**src/rtl/dmem_loader_if.sv**
```systemverilog
// Host/CPU/memory signal bundle for dmem_loader: byte-stream command port,
// read-back port, CPU pass-through inputs and the data-memory side.
interface dmem_loader_if #(
  parameter int ADDR_W = 4,
  parameter int DATA_W = 8
);
  logic              run;
  logic              cpu_c17;
  logic [ADDR_W-1:0] cpu_write_select;
  logic [DATA_W-1:0] cpu_inp;
  logic [ADDR_W-1:0] cpu_read_select;
  logic              rx_valid;
  logic [7:0]        rx_data;
  logic              rx_ready;
  logic              tx_valid;
  logic [7:0]        tx_data;
  logic              tx_ready;
  logic              dm_run;
  logic              dm_c17;
  logic [ADDR_W-1:0] dm_write_select;
  logic [DATA_W-1:0] dm_inp;
  logic [ADDR_W-1:0] dm_read_select;
  logic [DATA_W-1:0] data_memory_output;

  // Environment side: host, CPU and the memory itself.
  modport master (
    output run, cpu_c17, cpu_write_select, cpu_inp, cpu_read_select,
    output rx_valid, rx_data, tx_ready, data_memory_output,
    input  rx_ready, tx_valid, tx_data,
    input  dm_run, dm_c17, dm_write_select, dm_inp, dm_read_select
  );

  modport slave (
    input  run, cpu_c17, cpu_write_select, cpu_inp, cpu_read_select,
    input  rx_valid, rx_data, tx_ready, data_memory_output,
    output rx_ready, tx_valid, tx_data,
    output dm_run, dm_c17, dm_write_select, dm_inp, dm_read_select
  );
endinterface

```
**src/rtl/dmem_loader.sv**
```systemverilog
// Host loader/readback for the 16x8 data memory: decodes a byte command stream
// into memory writes and reads while the CPU is halted, passes CPU signals through otherwise.
module dmem_loader #(
  parameter int ADDR_W = 4,
  parameter int DATA_W = 8
) (
  input  logic        clock,
  input  logic        reset_n,
  dmem_loader_if.slave bus
);

  typedef enum logic [2:0] {
    IDLE, WR_DATA, WR_PULSE, RD_ADDR, RD_SEND, BURST_CNT, BURST_DATA
  } state_t;

  state_t            state_q, state_d;
  logic [ADDR_W-1:0] addr_q, addr_d;
  logic [ADDR_W-1:0] cnt_q, cnt_d;
  logic [DATA_W-1:0] data_q, data_d;
  logic [7:0]        txd_q, txd_d;
  logic              rx_fire;

  always_ff @(posedge clock) begin
    if (!reset_n) begin
      state_q <= IDLE;
      addr_q  <= '0;
      cnt_q   <= '0;
      data_q  <= '0;
      txd_q   <= '0;
    end else begin
      state_q <= state_d;
      addr_q  <= addr_d;
      cnt_q   <= cnt_d;
      data_q  <= data_d;
      txd_q   <= txd_d;
    end
  end

  always_comb begin
    state_d             = state_q;
    addr_d              = addr_q;
    cnt_d               = cnt_q;
    data_d              = data_q;
    txd_d               = txd_q;
    bus.rx_ready        = 1'b0;
    bus.tx_valid        = 1'b0;
    bus.tx_data         = txd_q;
    bus.dm_run          = 1'b0;
    bus.dm_c17          = 1'b0;
    bus.dm_write_select = '0;
    bus.dm_inp          = '0;
    bus.dm_read_select  = addr_q;
    rx_fire             = 1'b0;

    if (bus.run) begin
      // CPU owns the memory; any partial loader command is dropped.
      bus.dm_run          = 1'b1;
      bus.dm_c17          = bus.cpu_c17;
      bus.dm_write_select = bus.cpu_write_select;
      bus.dm_inp          = bus.cpu_inp;
      bus.dm_read_select  = bus.cpu_read_select;
      state_d             = IDLE;
    end else begin
      unique case (state_q)
        IDLE, WR_DATA, BURST_CNT, BURST_DATA: bus.rx_ready = 1'b1;
        default:                              bus.rx_ready = 1'b0;
      endcase
      rx_fire = bus.rx_valid & bus.rx_ready;

      unique case (state_q)
        IDLE: begin
          if (rx_fire) begin
            unique case (bus.rx_data[7:6])
              2'b00: begin
                addr_d  = bus.rx_data[ADDR_W-1:0];
                cnt_d   = '0;
                state_d = WR_DATA;
              end
              2'b01: begin
                addr_d  = bus.rx_data[ADDR_W-1:0];
                state_d = RD_ADDR;
              end
              2'b10: begin
                addr_d  = bus.rx_data[ADDR_W-1:0];
                state_d = BURST_CNT;
              end
              default: state_d = IDLE;
            endcase
          end
        end
        WR_DATA, BURST_DATA: begin
          if (rx_fire) begin
            data_d  = bus.rx_data[DATA_W-1:0];
            state_d = WR_PULSE;
          end
        end
        BURST_CNT: begin
          if (rx_fire) begin
            cnt_d   = bus.rx_data[ADDR_W-1:0];
            state_d = BURST_DATA;
          end
        end
        WR_PULSE: begin
          bus.dm_run          = 1'b1;
          bus.dm_c17          = 1'b1;
          bus.dm_write_select = addr_q;
          bus.dm_inp          = data_q;
          // cnt_q holds words still owed after this one; address wraps naturally.
          if (cnt_q != '0) begin
            cnt_d   = cnt_q - 1'b1;
            addr_d  = addr_q + 1'b1;
            state_d = BURST_DATA;
          end else begin
            state_d = IDLE;
          end
        end
        RD_ADDR: begin
          txd_d   = 8'(bus.data_memory_output);
          state_d = RD_SEND;
        end
        RD_SEND: begin
          bus.tx_valid = 1'b1;
          if (bus.tx_ready) state_d = IDLE;
        end
        default: state_d = IDLE;
      endcase
    end
  end

endmodule

```
**src/flat_wrapper.sv**
```systemverilog
// flat-port wrapper written by rule: the top's interface ports become plain ports
module dmem_loader_flat 
#(
  parameter int ADDR_W = 4,
  parameter int DATA_W = 8
)
  (clock, reset_n, bus_run, bus_cpu_c17, bus_cpu_write_select, bus_cpu_inp, bus_cpu_read_select, bus_rx_valid, bus_rx_data, bus_tx_ready, bus_data_memory_output, bus_rx_ready, bus_tx_valid, bus_tx_data, bus_dm_run, bus_dm_c17, bus_dm_write_select, bus_dm_inp, bus_dm_read_select);
  dmem_loader_if #(.ADDR_W(ADDR_W), .DATA_W(DATA_W)) bus_i ();
  input  logic clock;
  input  logic reset_n;
  input wire logic [$bits(bus_i.run)-1:0] bus_run;
  input wire logic [$bits(bus_i.cpu_c17)-1:0] bus_cpu_c17;
  input wire logic [$bits(bus_i.cpu_write_select)-1:0] bus_cpu_write_select;
  input wire logic [$bits(bus_i.cpu_inp)-1:0] bus_cpu_inp;
  input wire logic [$bits(bus_i.cpu_read_select)-1:0] bus_cpu_read_select;
  input wire logic [$bits(bus_i.rx_valid)-1:0] bus_rx_valid;
  input wire logic [$bits(bus_i.rx_data)-1:0] bus_rx_data;
  input wire logic [$bits(bus_i.tx_ready)-1:0] bus_tx_ready;
  input wire logic [$bits(bus_i.data_memory_output)-1:0] bus_data_memory_output;
  output wire logic [$bits(bus_i.rx_ready)-1:0] bus_rx_ready;
  output wire logic [$bits(bus_i.tx_valid)-1:0] bus_tx_valid;
  output wire logic [$bits(bus_i.tx_data)-1:0] bus_tx_data;
  output wire logic [$bits(bus_i.dm_run)-1:0] bus_dm_run;
  output wire logic [$bits(bus_i.dm_c17)-1:0] bus_dm_c17;
  output wire logic [$bits(bus_i.dm_write_select)-1:0] bus_dm_write_select;
  output wire logic [$bits(bus_i.dm_inp)-1:0] bus_dm_inp;
  output wire logic [$bits(bus_i.dm_read_select)-1:0] bus_dm_read_select;
  assign bus_i.run = bus_run;
  assign bus_i.cpu_c17 = bus_cpu_c17;
  assign bus_i.cpu_write_select = bus_cpu_write_select;
  assign bus_i.cpu_inp = bus_cpu_inp;
  assign bus_i.cpu_read_select = bus_cpu_read_select;
  assign bus_i.rx_valid = bus_rx_valid;
  assign bus_i.rx_data = bus_rx_data;
  assign bus_i.tx_ready = bus_tx_ready;
  assign bus_i.data_memory_output = bus_data_memory_output;
  assign bus_rx_ready = bus_i.rx_ready;
  assign bus_tx_valid = bus_i.tx_valid;
  assign bus_tx_data = bus_i.tx_data;
  assign bus_dm_run = bus_i.dm_run;
  assign bus_dm_c17 = bus_i.dm_c17;
  assign bus_dm_write_select = bus_i.dm_write_select;
  assign bus_dm_inp = bus_i.dm_inp;
  assign bus_dm_read_select = bus_i.dm_read_select;
  dmem_loader #(.ADDR_W(ADDR_W), .DATA_W(DATA_W)) u_core (.clock(clock), .reset_n(reset_n), .bus(bus_i));
endmodule
```
**config.mk**
```make
export PLATFORM = sky130hd
export DESIGN_NAME = dmem_loader_flat
export DESIGN_NICKNAME = d
export VERILOG_FILES = /design/src/rtl/dmem_loader_if.sv /design/src/rtl/dmem_loader.sv /design/src/flat_wrapper.sv
export SDC_FILE = /design/constraint.sdc
export NUM_CORES = 1
export LEC_CHECK = 0
export CORE_ASPECT_RATIO = 0.9
export CORE_MARGIN = 2
export CORE_UTILIZATION = 47
export CTS_CLUSTER_DIAMETER = 150
export CTS_CLUSTER_SIZE = 14
export DETAILED_ROUTE_END_ITERATION = 8
export PLACE_DENSITY = 0.85
export REMOVE_ABC_BUFFERS = 1
export SLEW_MARGIN = 20
export SYNTH_ARGS = -nofsm -noshare
export SYNTH_HDL_FRONTEND = slang
export SYNTH_SLANG_ARGS = --single-unit
```
**constraint.sdc**
```tcl
create_clock -name clock -period 7.97 [get_ports clock]
set_clock_uncertainty 0.1 [all_clocks]
set_input_delay 2.391 -clock clock [delete_from_list [all_inputs] [get_ports clock]]
set_output_delay 2.391 -clock clock [all_outputs]
set_load 0.03 [all_outputs]
```
# After elaboration in Yosys (flattened, before gate mapping)
# Index checks and enable logic that the tools add are counted.
dict set report totals {
  register_bits 27
  input_bits 38
  output_inout_bits 28
  elab_cells 68
}
dict set report op_classes {
  addsub 2
  n_eq_ne 15
  n_mux 29
  bitwise_logic 3
  n_reduce_logical 14
}
# op count
set ops {}
lappend ops {{$mux W4} 10}
lappend ops {{$pmux W3 S6} 1}
lappend ops {{$mux W8} 2}
lappend ops {{$mux W3} 5}
lappend ops {{$pmux W4 S3} 1}
lappend ops {{$eq A3 B3 Y1 const B} 3}
lappend ops {{$pmux W3 S3} 1}
lappend ops {{$mux W1} 8}
lappend ops {{$ne A2 B1 Y1 const B} 4}
lappend ops {{$pmux W4 S2} 1}
lappend ops {{$eq A3 B2 Y1 const B} 2}
lappend ops {{$ne A2 B2 Y1 const B} 3}
lappend ops {{$reduce_and A6 Y1} 1}
lappend ops {{$reduce_and A5 Y1} 1}
lappend ops {{$add A4 B1 Y4 const B} 1}
lappend ops {{$reduce_and A4 Y1} 1}
lappend ops {{$reduce_bool A4 Y1} 1}
lappend ops {{$reduce_or A2 Y1} 2}
lappend ops {{$reduce_or A4 Y1} 1}
lappend ops {{$sub A4 B1 Y4 const B} 1}
lappend ops {{$eq A3 B1 Y1 const B} 1}
lappend ops {{$logic_not A3 Y1} 1}
lappend ops {{$reduce_and A3 Y1} 1}
lappend ops {{$reduce_bool A3 Y1} 1}
lappend ops {{other kinds (8)} 9}

# Depth between registers and ports, before layout
# Gate-level depths: netlist of the first run.
dict set report logic_depth {
  ltp_word 7
  ltp_mapped 6
  depth_no_buf 6
}

# Worst setup path before layout of the first run
# No wires, ideal clock.
dict set report synth_timing {
  kind {input -> output}
  startpoint {input port bus_run}
  endpoint {output port bus_dm_write_select[0]}
  arrival_ns 3.640
  t_required_ns 5.479
  path_slack_ns 1.839
  path_stages 3
  path_buffers 2
  cell_sequence {buf_1 > buf_1 > o31ai_1}
}
dict set report synth_via {
  elab_chain_cells 1
}
# item line
set synth_lines {}
lappend synth_lines {{from (decl)} flat_wrapper.sv:11} ;# input wire logic [$bits(bus_i.run)-1:0] bus_run;
lappend synth_lines {{$mux W4} dmem_loader.sv:55} ;# if (bus.run) begin
lappend synth_lines {{to (decl)} flat_wrapper.sv:25} ;# output wire logic [$bits(bus_i.dm_write_select)-1:0] bus_dm_write_select;
# No other way between the ends.

# Worst setup path in the final report of the first run
dict set report layout_timing {
  startpoint {input port bus_run}
  endpoint {output port bus_dm_read_select[1]}
}
dict set report layout_via {
  elab_chain_cells 1
}
# item line
set layout_lines {}
lappend layout_lines {{$mux W4} dmem_loader.sv:55}
lappend layout_lines {{to (decl)} flat_wrapper.sv:27} ;# output wire logic [$bits(bus_i.dm_read_select)-1:0] bus_dm_read_select;
# No other way between the ends.

==> results of run 1 <==
[through the flow]
step	cells	total power (uW)	area, um2	utilization [%]
6_report	307	310	2400	70.0
5_1_grt	307	325	2400	70.0
4_1_cts	307	311	2400	70.0
3_5_place_dp	303	236	2360	68.7
3_3_place_gp	303	234	2360	68.7
2_1_floorplan	193	193	1640	-
[layout make-up]
type	instances	share of cell area, %
flip-flops and latches	27	22.5
inverters	6	0.938
clock buffers	4	1.88
repair buffers	66	27.4
multi-input cells	160	45.0
well taps	44	2.29
[cells by family (layout without fill, tap and decap cells)]
group	count (synthesis)	after routing	synth area share (%)
compound gates	52	52	23.0
xor+xnor	2	2	1.03
fa+ha+maj	3	3	2.20
buf+inv	19	76	5.06
flops	27	27	31.7
mux	20	20	12.0
simple gates	83	83	25.0
[synth_stat cells, types with 2 or more instances]
library cell	count	share of area [%]
nor3b_1	3	1.3
a21o_1	3	1.3
a22oi_1	2	0.88
nand2_1	30	6.6
o21ai_0	16	4.7
buf_1	2	0.44
dfxtp_1	27	32
a311oi_1	3	1.5
a2111oi_2	2	1.8
mux2i_1	16	9.4
nand2b_1	2	0.73
nor3_1	5	1.5
a21oi_1	8	2.3
clkbuf_1	6	1.3
and3b_1	2	1.0
buf_2	3	0.88
inv_1	4	0.88
nor2_1	26	5.7
or3b_1	2	1.0
mux2_2	4	2.6
a31oi_1	2	0.73
ha_1	3	2.2
[layer usage]
layer | up-vias | share of wire, %
li1 | 855 | -
met1 | 778 | 45
met2 | 47 | 48
met3 | 2 | 6.2
met4 | 0 | 0.70
met5 | - | 0
[critical path, cell delays in order]
cell             delay (ns)
clkdlybuf4s50_1        0.46
buf_4                  0.39
mux2_2                 0.38
clkdlybuf4s50_1        0.59
[state kept, by name, indices dropped and copies added, names as in the netlist]
signal and count:
u_core.data_q 8, u_core.bus.tx_data 8, u_core.cnt_q 4, u_core.addr_q 4, u_core.state_q 3
[power by group]
part / leakage (uW) / switching [uW] / internal, uW
sequential: 0.000218 / 6.21 / 138
combinational: 0.000646 / 44.7 / 43.7
clock: 0.0000228 / 41.1 / 35.8
[final timing paths]
| check | start | end | slack, ns | cells past startpoint |
|---|---|---|---|---|
| setup / recovery | bus_run | bus_dm_read_select[1] | 1.25 | 4 |
| hold / removal | u_core.bus.tx_data[7] | u_core.bus.tx_data[7] | 0.41 | 2 |
| setup reg to reg | u_core.state_q[1] | u_core.addr_q[0] | 5.44 | 4 |
| hold reg to reg | u_core.bus.tx_data[7] | u_core.bus.tx_data[7] | 0.41 | 2 |
==> out/metrics.csv, run 1 <==
metric,value,unit
Final TNS setup,0,ns
CTS Root Cell,clkbuf_8,
crit-path max FO,49,
nets,305,
data arrival time of the worst path,4.23,ns
# resized after CTS,0,
RSZ-0062 raised after global routing,no,
Synth Flop Type,dfxtp_1,
Worst Slack Setup Final,1.25,ns
CTS Buffer Depth,2,
"Distinct cells, synth",57,
Total Die Area,4130,um2
vias in the first global route,1487,
largest net degree at the start of global routing,50,
grt peak-use layer,met2,
total of max-cap violations,0,
CTS Hold Bufs,0,
"FF+latch count, synth",27,
die width,67.5,um
Initial DRT Pass Iterations,4,
IO Pins,66,
Synth Instances,206,
Worst-Margin Slew,0.797,ns
Peak supply drop,0.145,mV
fin crit period,6.72,ns
clk slew on worst S/H paths,0.09,ns
Worst slew margin,46.8,%
TritonCTS buffer count,3,
Yosys warnings,0,
P&R area growth vs syn,40.7,%
Mapped Avg Cell Area,8.28,um2
worst-skew pair later-pin latency,0.27,ns
met2 usage,37.8,%
gr usage total,21.2,%
initial antenna violation count,0,
final wirelength,4.16,mm
core footprint,3430,um2
Worst EP required,5.48,ns
Hold Slack,0.405,ns
pwr dens,129,nW/um2
"Hold Violations, Final",0,
Layout fillers,304,
Clock Sink Count,27,
kind of critical path,input port to output port,
first-pass GRT wire length,6.73,mm
H-Tree Depth,1,
Setup Viol. Count Final,0,
area of the multi-input gates,1080,um2
GR Overflow Total,0,
hold crit path type,register to register,
Detail Route Antenna Nets,0,
number of synthesized flops with an enable pin,0,
global routing usage on met3,4.02,%
starting density of the core,49.8,%
met1 Track Usage GR,26.7,%
"most common cell after layout, fill and taps aside",clkdlybuf4s50_1,
Pleak,0.000888,uW
Syn Std Cell Area,1710,um2
Crit. End Element,output port,
final slew viol count,0,
status,finished clean,
"leading cell types in the layout, fill and taps excluded","65 x clkdlybuf4s50_1, 30 x nand2_1, 27 x dfxtp_1",
final worst-path cycle share,84.3,%
fraction of layout cells with a size suffix above 1,7.22,%
DR DRC count,0,
CP Launch Type,input port,
vias,1682,
post-DP HPWL,2.88,mm
post-synthesis sequential area ratio,31.7,%
# rows,20,
DP Worst Slack,1.24,ns
post-CTS setup buffers,0,
Reg area,541,um2
ys async rst share,0,%
WL/cell,13.5,um
die height,61.2,um
clock tree from TritonCTS,yes,
antenna cells,0,
Port Buf Inserts,65,
Fmax,149,MHz
Initial DRC Count,117,
GPL Wtd Cong,0.895,
vias per std cell,5.48,
No activity file was read; power rests on OpenSTA's default activity.
==> run 2, diff against run 1 <==
CORE_UTILIZATION = 44   (was 47)
PLACE_DENSITY = 0.8   (was 0.85)
clock period = 6.9 ns   (was 7.97 ns; I/O delays follow)
==> run 2 against run 1 <==
Against the previous run:
- non-clock buffer count unchanged
- clock-buffer cell count down 1
- cell area up 0.78%
- die area up 6.4%
- sequential power up 16%
- register-to-register slack worse by 1.0 ns
- sequential share of layout area down 0.17 points
- core utilization down 5.2 points
- critical endpoint is now bus_dm_read_select[2]
- worst hold slack worse by 0.0015 ns
==> out/metrics.csv, run 2 (synthesis gave the netlist of run 1 again) <==
metric,value,unit
status,finished clean,
# resized after CTS,0,
met2 usage,31.5,%
vias per std cell,5.46,
Pleak,0.000891,uW
die width,69.7,um
post-layout util,64.9,%
Clock Sink Count,27,
kind of critical path,input port to output port,
"Hold Violations, Final",0,
vias in the first global route,1580,
H-Tree Depth,1,
sequential share of power,46.3,%
data arrival time of the worst path,3.74,ns
Worst EP required,4.73,ns
final worst-path cycle share,85.7,%
nets,305,
Worst-Margin Slew,0.812,ns
Fmax,169,MHz
Worst slew margin,45.8,%
fraction of layout cells with a size suffix above 1,7.60,%
Crit. End Element,output port,
# rows,21,
Setup Viol. Count Final,0,
post-DP HPWL,2.91,mm
gr usage total,18.5,%
fin crit period,5.91,ns
clock tree from TritonCTS,yes,
DR DRC count,0,
"leading cell types in the layout, fill and taps excluded","65 x clkdlybuf4s50_1, 30 x nand2_1, 27 x dfxtp_1",
Detail Route Antenna Nets,0,
starting density of the core,45.7,%
post-CTS setup buffers,0,
RSZ-0062 raised after global routing,no,
final wirelength,4.03,mm
CTS Hold Bufs,0,
P&R area growth vs syn,41.8,%
placed cell areas,2370,um2
WL/cell,13.0,um
pwr dens,149,nW/um2
total of max-cap violations,0,
global routing usage on met3,4.64,%
die height,63.1,um
IO Pins,66,
sw power,108,uW
CTS Buffer Depth,2,
Peak supply drop,0.0915,mV
CTS Root Cell,clkbuf_8,
CP Launch Type,input port,
switching share of power,30.0,%
worst-skew pair later-pin latency,0.27,ns
largest net degree at the start of global routing,50,
GPL Wtd Cong,0.776,
Total Die Area,4390,um2
GR Overflow Total,0,
Comb power frac,28.5,%
Initial DRT Pass Iterations,4,
crit-path max FO,49,
clk slew on worst S/H paths,0.09,ns
antenna cells,0,
Worst R2R Path Depth,4,
core footprint,3730,um2
grt peak-use layer,met2,
Initial DRC Count,103,
hold crit path type,register to register,
final instance area,2420,um2
met1 Track Usage GR,23.9,%
Final TNS setup,0,ns
initial antenna violation count,0,
vias,1688,
final slew viol count,0,
"most common cell after layout, fill and taps aside",clkdlybuf4s50_1,
Min-Delay Path Depth,2,
TritonCTS buffer count,3,
first-pass GRT wire length,6.85,mm
internal power,252,uW
Port Buf Inserts,65,
"Power, Total",360,uW
Clk pwr share,25.2,%
[run 2: cell type report]
type	count	area, um2
repair buffers	66	671
flip-flops and latches	27	541
clock buffers	3	41.3
well taps	46	57.6
inverters	6	22.5
clock inverters	1	7.51
fillers	325	1310
multi-input cells	160	1080
[run 2: power groups by stage]
| stage | logic [uW] | registers [uW] | clock network [uW] |
|---|---|---|---|
| global route | 111 | 168 | 102 |
| detailed placement | 103 | 170 | 0 |
| floorplan | 53.8 | 169 | 0 |
| CTS | 103 | 167 | 94.7 |
| finish | 103 | 167 | 90.6 |
| global placement | 101 | 170 | 0 |
[run 2: metrics by stage]
stage	hold WS (ns)	std cells	worst slack [ns]
final	0.404	309	0.987
after CTS	0.407	309	0.973
after detailed placement	0.383	305	0.978
after global routing	0.434	309	0.914
after floorplan	0.363	193	1.88
after global placement	0.373	305	0.987
[run 2: worst paths after layout]
check | from | to | slack, ns
worst max-delay path | bus_run | bus_dm_read_select[2] | 0.99
worst min-delay path | u_core.bus.tx_data[2] | u_core.bus.tx_data[2] | 0.40
worst max register to register | u_core.state_q[1] | u_core.addr_q[0] | 4.41
worst min register to register | u_core.bus.tx_data[2] | u_core.bus.tx_data[2] | 0.40
[run 2: worst max-delay path, stage by stage]
cell and delay, ns:
clkdlybuf4s50_1 0.50, buf_12 0.22, mux2_2 0.35, clkdlybuf4s50_1 0.59
[run 2: per-layer routing]
metal	part of all wire, %	up-vias
li1	-	856
met2	46	47
met4	0	0
met3	5.1	0
met1	49	785
met5	0	-
